`src/rtl/neopixel_rx_decoder.sv`:
```
// neopixel_rx_decoder: measures NeoPixel high pulses, assembles 24-bit pixels, detects the inter-frame reset low.
module neopixel_rx_decoder #(
    parameter int PIXELS_MAX     = 3,
    parameter int PIXELS_BITS    = 2,
    parameter int ONE_THRESHOLD  = 6,
    parameter int MAX_HIGH_TICKS = 11,
    parameter int RESET_TICKS    = 400
) (
    input  logic                   CLK_10MHZ,
    input  logic                   RESET_N,
    input  logic                   NEO_DATA,
    output logic [23:0]            PIXEL_VALUE,
    output logic [PIXELS_BITS-1:0] PIXEL_INDEX,
    output logic                   PIXEL_VALID,
    output logic                   FRAME_DONE,
    output logic [PIXELS_BITS-1:0] FRAME_PIXELS,
    output logic                   ERR_TIMING,
    output logic                   ERR_PARTIAL,
    output logic                   ERR_OVERFLOW,
    output logic [1:0]             VERBOSE_STATE
);
    typedef enum logic [1:0] {SYNC = 2'd0, IDLE = 2'd1, HIGH = 2'd2, LOW = 2'd3} state_t;

    localparam logic [3:0]             H_LAST = 4'(MAX_HIGH_TICKS - 1);
    localparam logic [3:0]             H_ONE  = 4'(ONE_THRESHOLD);
    localparam logic [8:0]             L_LAST = 9'(RESET_TICKS - 1);
    localparam logic [PIXELS_BITS-1:0] P_MAX  = PIXELS_BITS'(PIXELS_MAX);

    state_t                 state;
    logic                   s1, s2, s3;
    logic [8:0]             low_cnt;
    logic [3:0]             high_cnt;
    logic [4:0]             bit_idx;
    logic [PIXELS_BITS-1:0] pix_idx;
    logic [23:0]            shreg;
    logic                   px_done;
    logic                   rise;

    assign rise          = s2 & ~s3;
    assign VERBOSE_STATE = state;

    always_ff @(posedge CLK_10MHZ or negedge RESET_N) begin
        if (!RESET_N) begin
            {s3, s2, s1} <= 3'b000;
            state        <= SYNC;
            low_cnt      <= '0;
            high_cnt     <= '0;
            bit_idx      <= '0;
            pix_idx      <= '0;
            shreg        <= '0;
            px_done      <= 1'b0;
            PIXEL_VALUE  <= '0;
            PIXEL_INDEX  <= '0;
            PIXEL_VALID  <= 1'b0;
            FRAME_DONE   <= 1'b0;
            FRAME_PIXELS <= '0;
            ERR_TIMING   <= 1'b0;
            ERR_PARTIAL  <= 1'b0;
            ERR_OVERFLOW <= 1'b0;
        end else begin
            {s3, s2, s1} <= {s2, s1, NEO_DATA};
            PIXEL_VALID  <= 1'b0;
            FRAME_DONE   <= 1'b0;
            ERR_TIMING   <= 1'b0;
            ERR_PARTIAL  <= 1'b0;
            ERR_OVERFLOW <= 1'b0;
            px_done      <= 1'b0;
            // publish one cycle after the 24th bit lands; pix_idx saturates at PIXELS_MAX
            if (px_done) begin
                if (pix_idx == P_MAX) begin
                    ERR_OVERFLOW <= 1'b1;
                end else begin
                    PIXEL_VALID <= 1'b1;
                    PIXEL_VALUE <= shreg;
                    PIXEL_INDEX <= pix_idx;
                    pix_idx     <= pix_idx + 1'b1;
                end
            end
            case (state)
                SYNC: begin
                    if (s2) begin
                        low_cnt <= '0;
                    end else if (low_cnt == L_LAST) begin
                        low_cnt <= '0;
                        state   <= IDLE;
                    end else begin
                        low_cnt <= low_cnt + 9'd1;
                    end
                end
                IDLE: begin
                    if (rise) begin
                        state    <= HIGH;
                        high_cnt <= 4'd1;
                        bit_idx  <= '0;
                        pix_idx  <= '0;
                    end
                end
                HIGH: begin
                    if (s2) begin
                        if (high_cnt == H_LAST) begin
                            ERR_TIMING <= 1'b1;
                            state      <= SYNC;
                            low_cnt    <= '0;
                            bit_idx    <= '0;
                            pix_idx    <= '0;
                        end else begin
                            high_cnt <= high_cnt + 4'd1;
                        end
                    end else begin
                        shreg[bit_idx] <= (high_cnt >= H_ONE);
                        state          <= LOW;
                        low_cnt        <= 9'd1;
                        bit_idx        <= (bit_idx == 5'd23) ? 5'd0 : bit_idx + 5'd1;
                        px_done        <= (bit_idx == 5'd23);
                    end
                end
                LOW: begin
                    if (s2) begin
                        state    <= HIGH;
                        high_cnt <= 4'd1;
                    end else if (low_cnt == L_LAST) begin
                        FRAME_DONE   <= 1'b1;
                        FRAME_PIXELS <= pix_idx;
                        ERR_PARTIAL  <= (bit_idx != 5'd0);
                        bit_idx      <= '0;
                        state        <= IDLE;
                    end else begin
                        low_cnt <= low_cnt + 9'd1;
                    end
                end
                default: state <= SYNC;
            endcase
        end
    end
endmodule

```
`config.mk`:
```
export PLATFORM = sky130hd
export DESIGN_NAME = neopixel_rx_decoder
export DESIGN_NICKNAME = d
export VERILOG_FILES = /design/src/rtl/neopixel_rx_decoder.sv
export SDC_FILE = /design/constraint.sdc
export NUM_CORES = 1
export LEC_CHECK = 0
export ABC_AREA = 1
export CAP_MARGIN = 20
export CORE_MARGIN = 3
export CORE_UTILIZATION = 57
export DETAILED_ROUTE_END_ITERATION = 16
export PLACE_DENSITY = 0.83
export SKIP_LAST_GASP = 1
export SLEW_MARGIN = 30
export SYNTH_ARGS = -nofsm -noshare
export SYNTH_HDL_FRONTEND = slang
export SYNTH_SLANG_ARGS = --single-unit
```
`constraint.sdc`:
```
create_clock -name CLK_10MHZ -period 2 [get_ports CLK_10MHZ]
set_input_delay 0.4 -clock CLK_10MHZ [delete_from_list [all_inputs] [get_ports CLK_10MHZ]]
set_output_delay 0.4 -clock CLK_10MHZ [all_outputs]
set_load 0.005 [all_outputs]
```
Yosys cells after proc, flatten, opt, wreduce, memory -nomap -nowiden

Index checks and enable logic that the tools add are counted.
Widths: inputs -> output; s select.

Bits in registers: 83
Input bits: 3
Output and inout bits: 35
Logic and storage cells: 107

$add $sub $neg: 4
Order comparisons: 3
Eq/ne operators: 16
Muxes and demuxes: 50
Bitwise operators: 4
Reduce and logical (&&, ||, !) cells: 12

Operators by type and width:

| cell                | count |
|---|---|
| $mux 9              | 6 |
| $mux 5              | 6 |
| $pmux 9 s3          | 1 |
| $bwmux 24           | 1 |
| $mux 2              | 11 |
| $mux 1              | 16 |
| $mux 4              | 4 |
| $ne 2x2->1 const B  | 8 |
| $pmux 5 s3          | 1 |
| $pmux 4 s3          | 1 |
| $reduce_and 5->1    | 2 |
| $add 9x1->9 const B | 1 |
| $eq 9x9->1 const B  | 1 |
| $pmux 2 s4          | 1 |
| $eq 2x2->1 const B  | 3 |
| $lt 5x6->1 const B  | 1 |
| $reduce_and 3->1    | 2 |
| $reduce_bool 3->1   | 2 |
| $add 5x1->5 const B | 1 |
| $demux 1 s5         | 1 |
| $eq 5x5->1 const B  | 1 |
| $ge 5x1->1 const B  | 1 |
| $reduce_bool 5->1   | 1 |
| $add 4x1->4 const B | 1 |
| 12 further kinds    | 15 |

Longest topological paths before layout

Word-level depth: 6
Gate-level depth with buffers: 13
Gate-level depth less buffers: 12

Worst setup path before layout

Ideal clock, no wire load.

Path type: register to register
From: register state[0], in the netlist VERBOSE_STATE[0]
To: register low_cnt[3]
Setup time: 0.113 ns
Arrival time: 1.560 ns
Data required time: 1.887 ns
Slack: 0.327 ns
Cell stages (with the launch flop): 14
Cells stage by stage: dfrtp_1 -> inv_1 -> ha_1 -> buf_6 -> nand2_1 -> inv_1 -> nand2_1 -> nand2_2 -> nor2_4 -> nand2_4 -> inv_4 -> nand2_1 -> nand2_1 -> inv_1

Cells in the longest elaborated chain, start to end: 3

Ends and longest elaborated chain:

| what                                          | line | RTL |
|---|---|---|
| from (decl)                                   | 29   | `state_t state;` |
| from (signal assigned)                        | 45   | `state <= SYNC;` |
| from (signal assigned)                        | 85   | `state <= IDLE;` |
| from (signal assigned)                        | 92   | `state <= HIGH;` |
| $eq 2x2->1 or $logic_not 2->1 (tied branches) | 79   | `case (state)` |
| $ne 3x3->1 (no line) (tied with other cells)  | -    |  |
| $reduce_and 4->1 (no line)                    | -    |  |
| to (signal assigned)                          | 87   | `low_cnt <= low_cnt + 9'd1;` |
| to (signal assigned)                          | 128  | `low_cnt <= low_cnt + 9'd1;` |
| to (decl)                                     | 31   | `logic [8:0] low_cnt;` |

Parallel ways exist; a longest one is shown, timed or not.
A chain may end at the register's enable or synchronous reset.

Final worst setup path

From: register state[0], in the netlist VERBOSE_STATE[0]
To: register shreg[11]

Cells in the longest elaborated chain, start to end: 2

Ends and longest elaborated chain:

| what                            | line | RTL |
|---|---|---|
| $eq 2x2->1                      | 79   |  |
| $reduce_and 2->1 (no line)      | -    |  |
| to (signal, indexed assignment) | 110  | `shreg[bit_idx] <= (high_cnt >= H_ONE);` |
| to (decl)                       | 35   | `logic [23:0] shreg;` |

No other way between the ends.

==> reports/metrics.cfg <==
[status]
status = completed

[synthesis]
synth.area.top_cells = dfrtp_1 53%, nand2_1 15%, inv_1 4.4%, ha_1 4.2%, o21ai_0 3.2%
syn-mean-instance-area_um2 = 8.46
syn_inst = 462
yosysWarnings = 0
synth_top_area_share_pct = 53.2
synth-seq-area-share_pct = 53.2
yosysTopAreaCell = dfrtp_1
syn_nets = 478
synth_cell_types = 30
post_synth_instance_area_um2 = 3910
ys_seq_elements = 83

[detailed_routing]
drtAntennaViolNets = 0
wl_per_cell_um = 13.4
dr.pass1.iters = 4
num_vias = 3185
routed_wl_um = 7880
drc = 0
drt_iter0_drc = 220
vias_per_cell = 5.43

[timing]
fin_crit_ps = 1800
rsz0062_at_grt = no
setup_tns_ps = 0
timing.final.crit_share_pct = 89.8
report.final.slew_viol_count = 0
worst_slew_margin_rel_pct = 60.0
tightestPinTransition_ps = 598
hold_violations = 0
setup_violations = 0
fmax_mhz = 557
finClkSkew_ps = 6.98

[global_route]
grtUsageTotal_pct = 22.5
antenna_found_initial = 0
gr-total-overflow = 0
grt_pass1_wl_um = 13700
grt_max_degree = 42
grt_pass1_vias = 3039

[die]
initial_utilization_pct = 60.2
core.rowCount = 29
fp.dieH_um = 88.8
core_um2 = 6490
io_pins = 38
die_x_um = 88.8
dieArea_um2 = 7880

[clocking]
clock_sinks = 83
cts_tree = built
max-clock-path-buffers = 2
cts_buffers = 9
clockRootBuffer = clkbuf_8
htreeDepth = 3
clkSlewWorstSetupHoldPaths_ps = 80
insertion_delay_ps = 360

[critical_path]
crit_chain = inv_1 > ha_2 > nand2_2 > nor2_4 > inv_1 > nor2_1 > nand2_1 > o21ai_0
start_kind = register
crit_slowest_cell = dfrtp_2
crit_path_end_kind = register
cp_common_cell = inv_1
crit_type = reg -> reg
cp_max_fo = 10
critPathMaxStageDelay_ps = 450
worstPathArrival_ps = 2050
crit_required_ps = 2250
crit-reg2reg-launch = VERBOSE_STATE[0]
critical_path.startpoint = VERBOSE_STATE[0]

[pwr]
p_seq_share_pct = 56.8
sw_frac_of_total_pct = 22.3
p_leak_uw = 0.00222
peakVddDrop_mv = 0.365
p_switching_uw = 664
finalPower_uw = 2980
clkPwrFrac_pct = 41.1
power.share.combinational_pct = 2.1
intPower_uw = 2320
power_density_nw_per_um2 = 652

[placed_design]
place_congestion = 0.824
port_buffers = 37
place_hpwl_um = 5560
dpl.cell_count = 571

[layout]
nFillCells = 500
layout_common_cells = 151 x nand2_1, 82 x dfrtp_1, 46 x inv_1
instances_no_fill = 587
antenna_cells = 0
final_nets = 521
final_common_cell = nand2_1
syn_to_final_growth_pct = 17.1
drive_gt1_share_pct = 9.41

[min_path]
hold_class = in -> async

[run]
cap_violations = 0

==> synthesized netlist by cell type <==
cell type / number
nand2_1: 151
dfrtp_1: 83
inv_1: 46
nor2_1: 28
o21ai_0: 25
nand3_1: 22
a21oi_1: 19
a31oi_1: 15
ha_1: 13
nand4_1: 11
o21ai_1: 9
inv_2: 8
nor2_2: 5
buf_2: 4
clkbuf_1: 2
nand2_2: 2
nand3_2: 2
nand3_4: 2
nand3b_1: 2
nor2_4: 2
or2_2: 2
buf_1: 1
buf_4: 1
buf_6: 1
inv_4: 1
nand2_4: 1
nor3_1: 1
o2111ai_1: 1
o21ai_4: 1
xor2_1: 1
==> final cells by class <==
cell class	count	area, µm²	share of cell area (%)
clock buffers	11	141	3.09
inverters	55	209	4.57
repair buffers	41	410	8.97
multi-input cells	315	1580	34.5
well taps	77	96.3	2.11
clock inverters	5	60.1	1.31
flip-flops and latches	83	2080	45.4
==> worst max-delay path, delay by kind of cell (launching register included) <==
kind,cells,cell delay (ps)
adders and majority gates,1,300
DFF,1,450
and+or+nand+nor,4,620
buffers and inverters,2,200
AOI/OAI and AO/OA,1,120
==> repair_timing <==
action,CTS,global route
setup buffers,0,0
resized for setup,1,2
hold buffers,0,0
setup endpoints to repair,1,2
==> worst paths after layout <==
| path | endpoint | slack, ps | depth (start not counted) |
|---|---|---|---|
| max in group asynchronous | PIXEL_VALUE[1] | 1400 | 2 |
| worst min-delay path | PIXEL_VALUE[13] | 20 | 1 |
| worst max register to register | shreg[11] | 200 | 8 |
| min in group CLK_10MHZ | s2 | 380 | 0 |
| worst max-delay path | shreg[11] | 200 | 8 |
| worst min register to register | s2 | 380 | 0 |
==> metrics by stage <==
| step | area [µm²] | utilization (%) | hold slack [ps] | worst slack [ps] |
|---|---|---|---|---|
| floorplan | 3910 | - | 104 | 327 |
| global placement | 4360 | 67.2 | 342 | 225 |
| detailed placement | 4360 | 67.2 | 361 | 142 |
| CTS | 4570 | 70.3 | 30.9 | 104 |
| global route | 4570 | 70.4 | 49.8 | 39.2 |
| finish | 4570 | 70.4 | 16.5 | 203 |
==> power groups by stage <==
stage               Sequential (µW)  Clock (µW)  Combinational, µW
global route                   1700        1310               75.3
finish                         1690        1220               63.8
detailed placement             1730           0               66.4
floorplan                      1730           0               19.1
global placement               1730           0               64.8
CTS                            1690        1250               66.7
==> logic make-up after synthesis <==
| family | after synthesis | share of synthesized area [%] |
|---|---|---|
| and+or+nand+nor | 231 | 26.0 |
| DFF | 83 | 53.2 |
| AOI/OAI and AO/OA | 70 | 9.83 |
| buffers and inverters | 64 | 6.63 |
| adders and majority gates | 13 | 4.16 |
| xor gates and xnor gates | 1 | 0.224 |
==> flip-flops by register name, indices dropped and copies added (netlist names) <==
| register | flops |
|---|---|
| ERR_OVERFLOW | 1 |
| FRAME_PIXELS | 2 |
| ERR_PARTIAL | 1 |
| ERR_TIMING | 1 |
| pix_idx | 2 |
| PIXEL_INDEX | 2 |
| PIXEL_VALID | 1 |
| bit_idx | 5 |
| s3 | 1 |
| high_cnt | 4 |
| shreg | 24 |
| PIXEL_VALUE | 24 |
| px_done | 1 |
| VERBOSE_STATE | 2 |
| s2 | 1 |
| low_cnt | 9 |
| FRAME_DONE | 1 |
| s1 | 1 |
==> metal layers <==
layer / wire, µm / vias to the layer above / GRT usage, % / part of all wire, %
li1: - / 1562 / - / -
met1: 3560 / 1530 / 29.6 / 45
met2: 3830 / 76 / 37.0 / 49
met3: 324 / 17 / 3.17 / 4.1
met4: 169 / 0 / 10.2 / 2.1
met5: 0 / - / 0 / 0
No activity file was read; power rests on OpenSTA's default activity.
